`config.mk`:
```
export PLATFORM = sky130hd
export DESIGN_NAME = rgb_pll_supervisor_flat
export DESIGN_NICKNAME = d
export VERILOG_FILES = /design/src/rtl/rgb_pll_supervisor_if.sv /design/src/rtl/rgb_pll_supervisor.sv /design/src/flat_wrapper.sv
export SDC_FILE = /design/constraint.sdc
export NUM_CORES = 1
export LEC_CHECK = 0
export BUFFER_PORTS_ARGS = -buffer_cell sky130_fd_sc_hd__buf_4
export CORE_AREA = 2 2 106 108
export DETAILED_ROUTE_END_ITERATION = 8
export DIE_AREA = 0 0 108 110
export HOLD_SLACK_MARGIN = 0.12
export PLACE_DENSITY_LB_ADDON = 0.08
export SETUP_SLACK_MARGIN = 0.2
export SKIP_LAST_GASP = 1
export SLEW_MARGIN = 5
export SYNTH_ARGS = -nofsm -noshare
export SYNTH_HDL_FRONTEND = slang
export SYNTH_SLANG_ARGS = --single-unit
export TNS_END_PERCENT = 10
```
`constraint.sdc`:
```
create_clock -name clk -period 2.5 [get_ports clk]
set_input_delay 0.375 -clock clk [delete_from_list [all_inputs] [get_ports clk]]
set_output_delay 0.375 -clock clk [all_outputs]
set_load 0.05 [all_outputs]
```
`src/rtl/rgb_pll_supervisor_if.sv`:
```
// rgb_pll_supervisor_if
//   Bundles the supervisor's control, PLL and status signals so that the
//   supervisor and its surroundings connect with a single port.
//
//   Signals:
//     enable        supervisor enable; low forces IDLE
//     relock_req    single-cycle request for a fresh PLL reset sequence
//     pll_locked    PLL LOCK output, asynchronous to the reference clock
//     pll_resetb    PLL RESETB drive (active low)
//     sys_rst_n     active-low datapath reset
//     fail          high while the supervisor has given up
//     state         current supervisor state code
//     retry_cnt     timeouts in the current attempt sequence
//     lock_loss_cnt saturating count of lock losses seen while running
//
//   Modports:
//     master  the supervisor itself
//     slave   the system / PLL side
interface rgb_pll_supervisor_if #(
    parameter int MAX_RETRIES = 3
);
    localparam int RETRY_W = $clog2(MAX_RETRIES + 1);

    logic               enable;
    logic               relock_req;
    logic               pll_locked;
    logic               pll_resetb;
    logic               sys_rst_n;
    logic               fail;
    logic [2:0]         state;
    logic [RETRY_W-1:0] retry_cnt;
    logic [7:0]         lock_loss_cnt;

    modport master (
        input  enable,
        input  relock_req,
        input  pll_locked,
        output pll_resetb,
        output sys_rst_n,
        output fail,
        output state,
        output retry_cnt,
        output lock_loss_cnt
    );

    modport slave (
        output enable,
        output relock_req,
        output pll_locked,
        input  pll_resetb,
        input  sys_rst_n,
        input  fail,
        input  state,
        input  retry_cnt,
        input  lock_loss_cnt
    );
endinterface

```
`src/rtl/rgb_pll_supervisor.sv`:
```
// rgb_pll_supervisor
//   Sequences the 96 MHz PLL from the 12 MHz reference clock: pulses
//   RESETB, waits for LOCK, requires LOCK to stay high for a run of
//   consecutive cycles, then releases the datapath reset. Lock loss while
//   running re-arms the PLL; repeated timeouts end in FAIL until a relock
//   request or enable drop.
//
//   Ports:
//     clk    12 MHz reference clock (keeps running when the PLL is dead)
//     rst_n  asynchronous active-low reset
//     bus    rgb_pll_supervisor_if.master (control inputs, PLL drive,
//            datapath reset and status outputs, all registered)
module rgb_pll_supervisor #(
    parameter int LOCK_STABLE_CYCLES  = 1024,
    parameter int RESET_PULSE_CYCLES  = 16,
    parameter int LOCK_TIMEOUT_CYCLES = 120000,
    parameter int MAX_RETRIES         = 3
) (
    input  logic                        clk,
    input  logic                        rst_n,
    rgb_pll_supervisor_if.master        bus
);

    localparam int PULSE_W = $clog2(RESET_PULSE_CYCLES + 1) + 1;
    localparam int STAB_W  = $clog2(LOCK_STABLE_CYCLES + 1) + 1;
    localparam int TMO_W   = $clog2(LOCK_TIMEOUT_CYCLES + 1) + 1;
    localparam int RETRY_W = $clog2(MAX_RETRIES + 1);

    localparam logic [PULSE_W-1:0] PULSE_LAST = PULSE_W'(RESET_PULSE_CYCLES - 1);
    localparam logic [STAB_W-1:0]  STAB_DONE  = STAB_W'(LOCK_STABLE_CYCLES);
    localparam logic [TMO_W-1:0]   TMO_DONE   = TMO_W'(LOCK_TIMEOUT_CYCLES);
    localparam logic [RETRY_W-1:0] RETRY_MAX  = RETRY_W'(MAX_RETRIES);

    typedef enum logic [2:0] {
        S_IDLE      = 3'd0,
        S_PLL_RST   = 3'd1,
        S_WAIT_LOCK = 3'd2,
        S_STABLE    = 3'd3,
        S_RUN       = 3'd4,
        S_FAIL      = 3'd5
    } state_t;

    state_t               state_q;
    logic                 lock_m;
    logic                 lock_s;
    logic                 pll_resetb_q;
    logic                 sys_rst_n_q;
    logic                 fail_q;
    logic [RETRY_W-1:0]   retry_q;
    logic [7:0]           loss_q;
    logic [PULSE_W-1:0]   pulse_q;
    logic [STAB_W-1:0]    stab_q;
    logic [TMO_W-1:0]     tmo_q;

    logic [STAB_W-1:0]    stab_nx;
    logic [TMO_W-1:0]     tmo_nx;
    logic                 relock_ok;

    assign stab_nx   = stab_q + 1'b1;
    assign tmo_nx    = tmo_q + 1'b1;
    assign relock_ok = bus.relock_req &&
                       (state_q inside {S_PLL_RST, S_WAIT_LOCK, S_STABLE, S_RUN, S_FAIL});

    always_ff @(posedge clk or negedge rst_n) begin
        if (!rst_n) begin
            state_q      <= S_IDLE;
            lock_m       <= 1'b0;
            lock_s       <= 1'b0;
            pll_resetb_q <= 1'b0;
            sys_rst_n_q  <= 1'b0;
            fail_q       <= 1'b0;
            retry_q      <= '0;
            loss_q       <= '0;
            pulse_q      <= '0;
            stab_q       <= '0;
            tmo_q        <= '0;
        end else begin
            lock_m <= bus.pll_locked;
            lock_s <= lock_m;

            if (!bus.enable) begin
                state_q      <= S_IDLE;
                pll_resetb_q <= 1'b0;
                sys_rst_n_q  <= 1'b0;
                fail_q       <= 1'b0;
            end else if (relock_ok) begin
                state_q      <= S_PLL_RST;
                pll_resetb_q <= 1'b0;
                sys_rst_n_q  <= 1'b0;
                fail_q       <= 1'b0;
                retry_q      <= '0;
                pulse_q      <= '0;
                stab_q       <= '0;
            end else begin
                case (state_q)
                    S_IDLE: begin
                        state_q <= S_PLL_RST;
                        retry_q <= '0;
                        pulse_q <= '0;
                    end

                    S_PLL_RST: begin
                        if (pulse_q == PULSE_LAST) begin
                            state_q      <= S_WAIT_LOCK;
                            pll_resetb_q <= 1'b1;
                            tmo_q        <= '0;
                            stab_q       <= '0;
                        end else begin
                            pulse_q <= pulse_q + 1'b1;
                        end
                    end

                    // WAIT_LOCK and STABLE share the timeout counter so that
                    // chatter between them cannot extend the lock budget.
                    S_WAIT_LOCK, S_STABLE: begin
                        if (state_q == S_STABLE && lock_s && stab_nx == STAB_DONE) begin
                            state_q     <= S_RUN;
                            sys_rst_n_q <= 1'b1;
                            retry_q     <= '0;
                        end else if (tmo_nx == TMO_DONE) begin
                            stab_q       <= '0;
                            pll_resetb_q <= 1'b0;
                            if (retry_q < RETRY_MAX) begin
                                state_q <= S_PLL_RST;
                                retry_q <= retry_q + 1'b1;
                                pulse_q <= '0;
                            end else begin
                                state_q <= S_FAIL;
                                fail_q  <= 1'b1;
                            end
                        end else begin
                            tmo_q <= tmo_nx;
                            if (lock_s) begin
                                state_q <= S_STABLE;
                                stab_q  <= (state_q == S_WAIT_LOCK) ? STAB_W'(1) : stab_nx;
                            end else begin
                                state_q <= S_WAIT_LOCK;
                                stab_q  <= '0;
                            end
                        end
                    end

                    S_RUN: begin
                        retry_q <= '0;
                        if (!lock_s) begin
                            state_q      <= S_PLL_RST;
                            pll_resetb_q <= 1'b0;
                            sys_rst_n_q  <= 1'b0;
                            pulse_q      <= '0;
                            if (loss_q != '1) begin
                                loss_q <= loss_q + 1'b1;
                            end
                        end
                    end

                    S_FAIL: begin
                        pll_resetb_q <= 1'b0;
                        sys_rst_n_q  <= 1'b0;
                        fail_q       <= 1'b1;
                    end

                    default: begin
                        state_q      <= S_IDLE;
                        pll_resetb_q <= 1'b0;
                        sys_rst_n_q  <= 1'b0;
                        fail_q       <= 1'b0;
                    end
                endcase
            end
        end
    end

    assign bus.state         = state_q;
    assign bus.pll_resetb    = pll_resetb_q;
    assign bus.sys_rst_n     = sys_rst_n_q;
    assign bus.fail          = fail_q;
    assign bus.retry_cnt     = retry_q;
    assign bus.lock_loss_cnt = loss_q;

endmodule
```
`src/flat_wrapper.sv`:
```
// flat-port wrapper written by rule: the top's interface ports become plain ports
module rgb_pll_supervisor_flat 
#(
    parameter int LOCK_STABLE_CYCLES  = 1024,
    parameter int RESET_PULSE_CYCLES  = 16,
    parameter int LOCK_TIMEOUT_CYCLES = 120000,
    parameter int MAX_RETRIES         = 3
)
  (clk, rst_n, bus_enable, bus_relock_req, bus_pll_locked, bus_pll_resetb, bus_sys_rst_n, bus_fail, bus_state, bus_retry_cnt, bus_lock_loss_cnt);
  rgb_pll_supervisor_if #(.MAX_RETRIES(MAX_RETRIES)) bus_i ();
  input  logic clk;
  input  logic rst_n;
  input wire logic [$bits(bus_i.enable)-1:0] bus_enable;
  input wire logic [$bits(bus_i.relock_req)-1:0] bus_relock_req;
  input wire logic [$bits(bus_i.pll_locked)-1:0] bus_pll_locked;
  output wire logic [$bits(bus_i.pll_resetb)-1:0] bus_pll_resetb;
  output wire logic [$bits(bus_i.sys_rst_n)-1:0] bus_sys_rst_n;
  output wire logic [$bits(bus_i.fail)-1:0] bus_fail;
  output wire logic [$bits(bus_i.state)-1:0] bus_state;
  output wire logic [$bits(bus_i.retry_cnt)-1:0] bus_retry_cnt;
  output wire logic [$bits(bus_i.lock_loss_cnt)-1:0] bus_lock_loss_cnt;
  assign bus_i.enable = bus_enable;
  assign bus_i.relock_req = bus_relock_req;
  assign bus_i.pll_locked = bus_pll_locked;
  assign bus_pll_resetb = bus_i.pll_resetb;
  assign bus_sys_rst_n = bus_i.sys_rst_n;
  assign bus_fail = bus_i.fail;
  assign bus_state = bus_i.state;
  assign bus_retry_cnt = bus_i.retry_cnt;
  assign bus_lock_loss_cnt = bus_i.lock_loss_cnt;
  rgb_pll_supervisor #(.LOCK_STABLE_CYCLES(LOCK_STABLE_CYCLES), .RESET_PULSE_CYCLES(RESET_PULSE_CYCLES), .LOCK_TIMEOUT_CYCLES(LOCK_TIMEOUT_CYCLES), .MAX_RETRIES(MAX_RETRIES)) u_core (.clk(clk), .rst_n(rst_n), .bus(bus_i));
endmodule
```
After elaboration in Yosys (flattened, before gate mapping):

Cells that the tools add are included.
Widths: inputs -> output; s select.

* logic and storage cells: 120
* output and inout port bits: 16
* bits in registers: 54
* bits of input ports: 5

* order comparisons: 1
* multiplexer cells: 49
* equal/unequal tests: 30
* add/sub/neg operators: 5
* bitwise gates (word level): 2
* reductions and logical operators: 22

Operators by type and width (number)
* $mux 12: 6
* $mux 18: 3
* $mux 6: 6
* $pmux 18 s2: 1
* $pmux 12 s2: 1
* $pmux 6 s4: 1
* $mux 3: 7
* $ne 3x2->1 const B: 7
* $add 18x1->18 const B: 1
* $eq 18x17->1 const B: 1
* $mux 1: 15
* $pmux 3 s5: 1
* $add 12x1->12 const B: 1
* $eq 12x11->1 const B: 1
* $ne 4x3->1 const B: 3
* $reduce_and 4->1: 3
* $reduce_and 5->1: 2
* $reduce_bool 5->1: 2
* $add 8x1->8 const B: 1
* $mux 2: 4
* $ne 4x1->1 const B: 2
* $ne 4x2->1 const B: 2
* $ne 8x8->1 const B: 1
* $reduce_and 7->1: 1
* other kinds (23): 36

Depth between registers and ports, before layout:

Gate-level depths: netlist (run 1).

* depth after elaboration: 7
* depth in mapped cells: 12

Worst setup path after synthesis (run 1):

Ideal clock, no wire load.

* path type: register to register
* start point: register u_core.tmo_q[0]
* end point: register u_core.tmo_q[5]
* slack: -0.234 ns
* library setup time: 0.140 ns
* cell stages (with the launch flop): 10
* data arrival time: 2.594 ns
* cell sequence: dfrtp_1 > and4_4 > nand2_1 > or4_1 > xnor2_2 > and4_4 > or3_4 > buf_6 > o311ai_0 > o41ai_1

* word-level cells in the longest chain between the ends: 4
* elaborated cells on any way between the ends: 7

Ends and longest elaborated chain
* start: declaration: RTL line rgb_pll_supervisor.sv:53 `logic [TMO_W-1:0] tmo_q;`
* start signal: assignment: RTL line rgb_pll_supervisor.sv:132 `tmo_q <= tmo_nx;`
* $add 18x1->18 (*): RTL line rgb_pll_supervisor.sv:60 `assign tmo_nx = tmo_q + 1'b1;`
* $eq 18x17->1 / $mux 18 (equally long branches): RTL line rgb_pll_supervisor.sv:120 `end else if (tmo_nx == TMO_DONE) begin`
* $ne 2x2->1 (no source line) / $mux 18 (equally long branches)
* $reduce_and 6->1 (no source line) / $pmux 18 s2 (equally long branches)

Every way passes the cells marked *; elsewhere a longest branch is shown, timed or not. The select of a mux whose other input is x is not followed.
A chain may end at the register's enable or synchronous reset.

Worst setup path in the final report (run 1):

* start point: register u_core.tmo_q[1]
* end point: register u_core.tmo_q[8]

Same word-level chain as after synthesis.

==> results of run 1 <==
## cells by family after synthesis
| group | Yosys count |
|---|---|
| AO/OA/AOI/OAI | 113 |
| XOR/XNOR | 11 |
| flip-flops | 54 |
| AND/OR/NAND/NOR | 168 |
| adder cells (fa/ha/maj) | 6 |
| multiplexers | 7 |
| buffers and inverters | 36 |
## routing by layer
| layer | GRT usage | part of all wire |
|---|---|---|
| met5 | 0 | 0 |
| met3 | 0.0253 | 0.036 |
| met2 | 0.274 | 0.44 |
| met1 | 0.264 | 0.51 |
| met4 | 0.0467 | 0.012 |
## power by group through the flow
stage / Combinational [mW] / Sequential (mW) / Clock (mW)
2_1_floorplan: 0.204 / 0.989 / 0
3_3_place_gp: 0.428 / 0.954 / 0
3_5_place_dp: 0.430 / 0.955 / 0
4_1_cts: 0.455 / 0.937 / 0.597
5_1_grt: 0.517 / 0.944 / 0.625
6_report: 0.466 / 0.938 / 0.563
## per-stage QoR
stage | std cells | util | instance area [um^2] | setup slack (ps) | setup TNS [ps]
2_1_floorplan | 395 | - | 3510 | -103 | -959
3_3_place_gp | 622 | 0.410 | 4390 | -336 | -7480
3_5_place_dp | 622 | 0.410 | 4390 | -391 | -9640
4_1_cts | 638 | 0.434 | 4640 | -258 | -6440
5_1_grt | 640 | 0.441 | 4720 | -366 | -11850
6_report | 640 | 0.441 | 4720 | -249 | -5830
## registers in the layout (all words and copies together), names as in the netlist
signal	flops
u_core.bus.fail	1
u_core.bus.lock_loss_cnt	8
u_core.bus.pll_resetb	1
u_core.bus.retry_cnt	2
u_core.bus.state	3
u_core.bus.sys_rst_n	1
u_core.lock_m	1
u_core.lock_s	1
u_core.pulse_q	6
u_core.stab_q	12
u_core.tmo_q	18
## cell usage in the layout (no fill, tap or decap), types with 5 or more instances in the layout
cell type,synthesis,layout
sky130_fd_sc_hd__buf_4,1,114
sky130_fd_sc_hd__dfrtp_1,54,51
sky130_fd_sc_hd__nand2_1,32,31
sky130_fd_sc_hd__nor2_1,31,30
sky130_fd_sc_hd__nand3_1,28,28
sky130_fd_sc_hd__o21ai_0,21,21
sky130_fd_sc_hd__nand4_1,16,16
sky130_fd_sc_hd__a21oi_1,17,16
sky130_fd_sc_hd__inv_1,12,12
sky130_fd_sc_hd__o31ai_1,12,12
sky130_fd_sc_hd__a22o_1,10,10
sky130_fd_sc_hd__nor3_1,12,9
sky130_fd_sc_hd__o211ai_1,9,9
sky130_fd_sc_hd__a21o_1,9,9
sky130_fd_sc_hd__xnor2_1,7,7
sky130_fd_sc_hd__mux2i_1,6,6
sky130_fd_sc_hd__and4_1,6,5
sky130_fd_sc_hd__or3_4,2,5
sky130_fd_sc_hd__ha_1,6,5
sky130_fd_sc_hd__clkbuf_8,0,5
## synthesized netlist by cell type (3+ instances only)
cell type / number
sky130_fd_sc_hd__or3_1: 6
sky130_fd_sc_hd__a21o_1: 9
sky130_fd_sc_hd__buf_2: 6
sky130_fd_sc_hd__and4_1: 6
sky130_fd_sc_hd__nand3_1: 28
sky130_fd_sc_hd__a22o_1: 10
sky130_fd_sc_hd__o31ai_1: 12
sky130_fd_sc_hd__xor2_1: 3
sky130_fd_sc_hd__a31oi_1: 3
sky130_fd_sc_hd__nand2_1: 32
sky130_fd_sc_hd__o21ai_0: 21
sky130_fd_sc_hd__mux2i_1: 6
sky130_fd_sc_hd__o311ai_0: 4
sky130_fd_sc_hd__nand2b_1: 3
sky130_fd_sc_hd__o21ai_1: 3
sky130_fd_sc_hd__xnor2_1: 7
sky130_fd_sc_hd__ha_1: 6
sky130_fd_sc_hd__nor3_1: 12
sky130_fd_sc_hd__dfrtp_1: 54
sky130_fd_sc_hd__and2_1: 3
sky130_fd_sc_hd__clkbuf_1: 14
sky130_fd_sc_hd__nor4_1: 5
sky130_fd_sc_hd__nand4_1: 16
sky130_fd_sc_hd__and3_1: 4
sky130_fd_sc_hd__buf_6: 3
sky130_fd_sc_hd__a22oi_1: 3
sky130_fd_sc_hd__a21oi_1: 17
sky130_fd_sc_hd__inv_1: 12
sky130_fd_sc_hd__o211ai_1: 9
sky130_fd_sc_hd__nor2b_1: 4
sky130_fd_sc_hd__nor2_1: 31
## worst paths after layout
path                                       from         endpoint  slack [ps]  depth (start not counted)
worst max-delay path            u_core.tmo_q[1]  u_core.tmo_q[8]        -250                         10
worst min-delay path              u_core.lock_m    u_core.lock_s         360                          0
worst max register to register  u_core.tmo_q[1]  u_core.tmo_q[8]        -250                         10
worst min register to register    u_core.lock_m    u_core.lock_s         360                          0
max in group asynchronous                 rst_n  u_core.tmo_q[8]        1350                          2
min in group asynchronous                 rst_n  u_core.tmo_q[9]         640                          2
## what timing repair did
action                                  in CTS  in global routing
buffers inserted                             6                  1
cloned                                       1                  0
endpoints found under the setup margin      43                 44
resized for setup                           15                 14
hold endpoints to repair                     1                  1
pin swaps                                    7                  8
hold buffers                                 1                  1
## worst register-to-register path: cells and delay by family (launching register included)
| family | cells | cell delay (ps) |
|---|---|---|
| compound gates | 1 | 80 |
| buf+inv | 2 | 250 |
| simple gates | 6 | 1790 |
| flops | 1 | 410 |
| xor+xnor | 1 | 150 |
## final cells by class
cell class,instances,area [um^2],share of cell area
Tap cell,140,175,0.0371
Timing Repair Buffer,120,921,0.195
Inverter,12,45.0,0.00955
Sequential cell,54,1360,0.287
Clock inverter,3,26.3,0.00557
Clock buffer,5,68.8,0.0146
Multi-Input combinational cell,306,2120,0.451
==> run summary, run 1 <==
==================================================================================
Cell variety after synth                                                        64
IO Pins                                                                         21
Buffering stage count on the worst path with inverters included                  2
Highest fanout seen on the critical path                                         8
Violations in the final reports                                       negative setup slack
Detailed placer's ending HPWL                                              7050 um
Pre-Repair DR Iteration Count                                                    4
Clock power share                                                            0.286
Filler cells                                                                  1070
Die area                                                                11900 um^2
Cell-by-cell listing of the critical path                             and4_4, nand2_4, or4_4, xnor2_2, and4_4, buf_6, buf_4, or3_4, or3_4, o21ai_1
Combinational power share                                                    0.237
Global placement routability congestion                                      0.800
CTS buffer count                                                                 5
Main combinational cell family by area after synthesis                simple AND/OR/NAND/NOR gates
Post-detailed-routing wire length                                         10000 um
Transition at the pin with the smallest max-transition slack                790 ps
Die extent in y                                                             110 um
H-tree Lvls                                                                      2
Hold_ws                                                                     364 ps
Average vias per placed instance                                              5.34
Synthesized Nets                                                               406
Cell Area, Synth                                                         3500 um^2
Syn avg cell area                                                        8.85 um^2
Max Buffers Root-to-Sink                                                         2
Source-to-sink clock delay at the later pin of the worst-skew pair          330 ps
Number of antenna violations at the first check in global routing                0
Core region area                                                        10700 um^2
Gate count after technology mapping                                            395
Area fraction in and, or, nand and nor cells after synthesis                 0.263
Total Routing Usage GR                                                       0.179
Via count of the routed design                                                3417
Net Sw Frac                                                                  0.332
Hold/Removal Path Class                                                 reg -> reg
Reported net switching power                                              0.652 mW
Effective utilization at floorplan                                           0.327
Minimum clock period                                                       2750 ps
Vias in the first global route                                                3283
Antenna Diode Count                                                              0
WP data arrival                                                            3010 ps
Max-slew violations                                                              0
Die X-Extent                                                                108 um
Leak                                                                       2.09 nW
Worst Setup Start Kind                                                        flop
Nature of the critical path endpoint                                          flop
RSZ-0062 raised after global routing                                          true
Final count of negative-setup-slack endpoints                                   37
Mux contribution to synthesized area                                        0.0204
Number of hold violations in the final report                                    0
Number of synthesized flops with an enable pin                                   0
Yosys synthesis warning count                                                    0
Reg power frac                                                               0.477
Share of flip-flops with an asynchronous set or reset                         1.00
Port Buffers                                                                    20
Main synth FF type                                                    sky130_fd_sc_hd__dfrtp_1
Starting DRC count in detailed routing                                         141
Residual overflow from global routing                                            0
Area fraction in compound gates after synthesis                              0.231
CP max stage delay                                                          520 ps
Row Count                                                                       38
Worst Setup Path Type                                                   reg -> reg
Final period util                                                             1.10
Post-Synth Adder-Cell Area                                                  0.0215
Final worst setup slack                                                    -249 ps
Routed length per placed instance                                          15.7 um
Total Nets Final                                                               510
Main area contributors after synthesis                                sky130_fd_sc_hd__dfrtp_1 39%, sky130_fd_sc_hd__nand3_1 4.0%, sky130_fd_sc_hd__nand2_1 3.4%
Internal power                                                             1.31 mW
Power per cell area                                                    417 nW/um^2
Worst supply voltage drop on vdd                                          0.266 mV
Worst path top cell family by delay                                   simple AND/OR/NAND/NOR gates
CTS tree                                                                      done
Clock slew seen by the registers of the worst setup and hold paths          120 ps
Fraction of final layout cells with drive strength greater than 1            0.340
Max-Cap Viols                                                                    0
Root Driver                                                           sky130_fd_sc_hd__clkbuf_8
Highest attainable clock frequency                                       0.364 GHz
Remaining antenna violation count after routing                                  0
Signed area change from the synthesized netlist to the final layout          34.8%
Remaining routing DRC violations                                                 0
Xor/xnor share of the synthesized area                                      0.0297
Total power                                                                1.97 mW
Outcome                                                               complete, but fails checks
Critical Path Slowest Stage Cell                                      sky130_fd_sc_hd__or4_4
Global-route wire length before repair                                    16700 um
Cell taking the most area after synthesis                             sky130_fd_sc_hd__dfrtp_1
Clk sinks                                                                       54
Sequential cell area fraction in the yosys report                            0.386
Max-slew headroom at the worst pin                                           0.473
Area fraction of the dominant cell type after synthesis                      0.386
#FFs+latches synth                                                              54
Maximum number of pins on one net before global-route repair                    55
Required @ worst endpoint                                                  2760 ps
Clk_skew                                                                   8.29 ps
==================================================================================
(Power assumes the default switching activity.)
==> run 2, diff against run 1 <==
Settings changed: SETUP_SLACK_MARGIN 0.2 to 0.3.
==> run 2 against run 1 <==
  * The flow still finishes with violations (negative setup slack)
  * Final cell count up 1.3%
  * Die area unchanged
  * Sequential share of layout area fell by 0.35 points
  * Hold slack worse by 250 ps
  * Sequential power rose by 0.4%
  * Register-to-register slack better by 30 ps
  * Via count is 0.56% higher
  * Clock power up 8.0%
  * Critical path depth up 2
  * Power increased by 3.4%
  * Clock skew is essentially flat
==> run summary, run 2 (same netlist as run 1, synthesis figures left out) <==
==================================================================================
Outcome                                                               complete, but fails checks
Violations in the final reports                                       negative setup slack
Post-route insts no fill                                                       648   +1.3%
Total Routing Usage GR                                                       0.179   +0.000251
Worst path top cell family by delay                                   compound AO/OA/AOI/OAI gates
Sum of met3 wire segment lengths after detailed routing                     317 um   -12%
H-tree Lvls                                                                      2   unchanged
Buffering stage count on the worst path with inverters included                  3   +1
Number of antenna violations at the first check in global routing                0   unchanged
Source-to-sink clock delay at the later pin of the worst-skew pair          310 ps   -20 ps
Required @ worst endpoint                                                  2710 ps   -50 ps
Routed length per placed instance                                          15.4 um   -1.8%
Port Buffers                                                                    20   unchanged
Worst Setup Path Type                                                   reg -> reg
Capture instance of the worst register-to-register path               u_core.pulse_q[1]
Core region area                                                        10700 um^2   unchanged
Pre-Repair DR Iteration Count                                                    4   unchanged
Leak                                                                       2.10 nW   +0.33%
Post-detailed-routing wire length                                          9980 um   -0.58%
Reported net switching power                                              0.614 mW   -5.8%
CTS buffer count                                                                 5   unchanged
Average vias per placed instance                                              5.30   -0.69%
Clk_skew                                                                   8.46 ps   +0.169 ps
Post-place setup slack                                                     -458 ps   -66.7 ps
Total power                                                                2.03 mW   +3.4%
Die extent in y                                                             110 um   unchanged
Transition at the pin with the smallest max-transition slack                717 ps   -73.4 ps
Post-Route M1 WL                                                           5060 um   -1.4%
Minimum clock period                                                       2720 ps   -28.3 ps
Die area                                                                11900 um^2   unchanged
Worst r2r path cells                                                            12   +2
Top library cells by usage in the layout, fill and taps aside         124 x sky130_fd_sc_hd__buf_4, 53 x sky130_fd_sc_hd__dfrtp_1, 30 x sky130_fd_sc_hd__nand2_1, 30 x sky130_fd_sc_hd__nor2_1, 27 x sky130_fd_sc_hd__nand3_1
Detailed route wirelength on metal2                                        4470 um   +1.1%
Max Buffers Root-to-Sink                                                         2   unchanged
CP Depth                                                                        12   +2
Reg power frac                                                               0.463   -0.014
Dpl cells                                                                      627   +0.80%
Slack of the worst reg-to-reg path                                         -220 ps   +30 ps
Net Sw Frac                                                                  0.302   -0.0295
Number of hold violations in the final report                                    0   unchanged
Total Nets Final                                                               518   +1.6%
Fraction of final layout cells with drive strength greater than 1            0.348   +0.00843
Crit Reg-Reg Startpoint                                               u_core.tmo_q[1]
Clk sinks                                                                       54   unchanged
Root Driver                                                           sky130_fd_sc_hd__clkbuf_8
Effective utilization at floorplan                                           0.327   unchanged
Remaining antenna violation count after routing                                  0   unchanged
CP max stage delay                                                          410 ps   -110 ps
Most common cell after layout, fill and taps aside                    sky130_fd_sc_hd__buf_4
Final worst setup slack                                                    -221 ps   +28.3 ps
Worst Setup Start Kind                                                        flop
Flip-flop count of the largest register, all copies and words added             18   unchanged
Final count of negative-setup-slack endpoints                                   37   unchanged
Signed area change from the synthesized netlist to the final layout          36.2%
Die X-Extent                                                                108 um   unchanged
Clock power share                                                            0.299   +0.013
CTS tree                                                                      done
Max layer used                                                                met4
Highest attainable clock frequency                                       0.368 GHz   +1.0%
Combinational power share                                                    0.238   about the same
Row Count                                                                       38   unchanged
Global-route wire length before repair                                    16800 um   +0.37%
Maximum number of pins on one net before global-route repair                    55   unchanged
Residual overflow from global routing                                            0   unchanged
Antenna Diode Count                                                              0   unchanged
Max-Cap Viols                                                                    0   unchanged
Power per cell area                                                    427 nW/um^2   +2.4%
Critical path capture point                                           u_core.pulse_q[1]
Largest register by flop count                                        u_core.tmo_q
Worst supply voltage drop on vdd                                          0.254 mV   -4.6%
Nature of the critical path endpoint                                          flop
IO Pins                                                                         21   unchanged
Via count of the routed design                                                3436   +0.56%
Internal power                                                             1.42 mW   +8.0%
Highest fanout seen on the critical path                                         4   -4
Detailed placer's ending HPWL                                              6970 um   -1.2%
Final period util                                                             1.09   -0.0113
Hold_ws                                                                     111 ps   -253 ps
Global placement routability congestion                                      0.841   +5.1%
Remaining routing DRC violations                                                 0   unchanged
Critical path startpoint                                              u_core.tmo_q[1]
Starting DRC count in detailed routing                                         185   +31%
WP data arrival                                                            2930 ps   -80 ps
Max-slew violations                                                              0   unchanged
Cell-by-cell listing of the critical path                             ha_2, nand4_1, buf_4, nor4_2, nor3_1, buf_4, a2111oi_4, buf_4, nand4_4, o21a_4, a211o_1, a22o_2
Clock slew seen by the registers of the worst setup and hold paths          100 ps   -20 ps
RSZ-0062 raised after global routing                                          true
Fraction of the core area covered by cells at the end of the flow            0.445   +0.00456
Hold/Removal Path Class                                                in -> async
Critical Path Slowest Stage Cell                                      sky130_fd_sc_hd__dfrtp_1
Max-slew headroom at the worst pin                                           0.522   +0.0490
Vias in the first global route                                                3378   +2.9%
Crit path top cell by count                                           sky130_fd_sc_hd__buf_4
==================================================================================
==> run 2: changes by cell type in the layout (fill, tap and decap cells not counted), moves of 3 or more <==
cell | before | now
sky130_fd_sc_hd__buf_4 | 114 | 124
sky130_fd_sc_hd__o21ai_1 | 3 | 6
sky130_fd_sc_hd__o21ai_0 | 21 | 18
sky130_fd_sc_hd__inv_6 | 3 | 0
==> run 2: repair_timing <==
| item | 4_1_cts | 5_1_grt |
|---|---|---|
| setup buffers | 9 | 3 |
| hold buffers | 0 | 0 |
| gates cloned | 1 | 0 |
| setup endpoints to repair | 43 | 46 |
| pin swaps | 17 | 10 |
| resized for setup | 15 | 12 |
==> run 2: worst min path at each step <==
stage,from,to,depth (start not counted)
floorplan,rst_n,u_core.bus.fail,0
global placement,u_core.lock_m,u_core.lock_s,0
finish,rst_n,u_core.tmo_q[13],1
CTS,rst_n,u_core.tmo_q[4],1
global route,bus_pll_locked,u_core.lock_m,1
detailed placement,u_core.lock_m,u_core.lock_s,0
==> run 2: final cells by class <==
class	instances	area, um^2
fillers	1049	5930
multi-input cells	306	2100
flip-flops and latches	54	1350
repair buffers	128	985
well taps	140	175
clock buffers	6	72.6
inverters	12	45.0
clock inverters	2	38.8
==> run 2: layer usage <==
layer	GRT usage	vias up
li1	-	1718
met1	0.252	1645
met2	0.283	62
met3	0.0294	11
met4	0.0540	0
met5	0	-
==> run 2: stage by stage <==
stage / setup TNS, ps / cell area [um^2]
CTS: -5420 / 4690
global route: -10070 / 4760
detailed placement: -12450 / 4440
finish: -4180 / 4760
global placement: -10420 / 4440
floorplan: -959 / 3510
==> run 2: power groups by stage <==
stage / Sequential [mW] / Clock (mW) / Combinational [mW]
floorplan: 0.989 / 0 / 0.204
global placement: 0.957 / 0 / 0.440
detailed placement: 0.958 / 0 / 0.436
CTS: 0.940 / 0.637 / 0.469
global route: 0.946 / 0.677 / 0.536
finish: 0.942 / 0.608 / 0.485
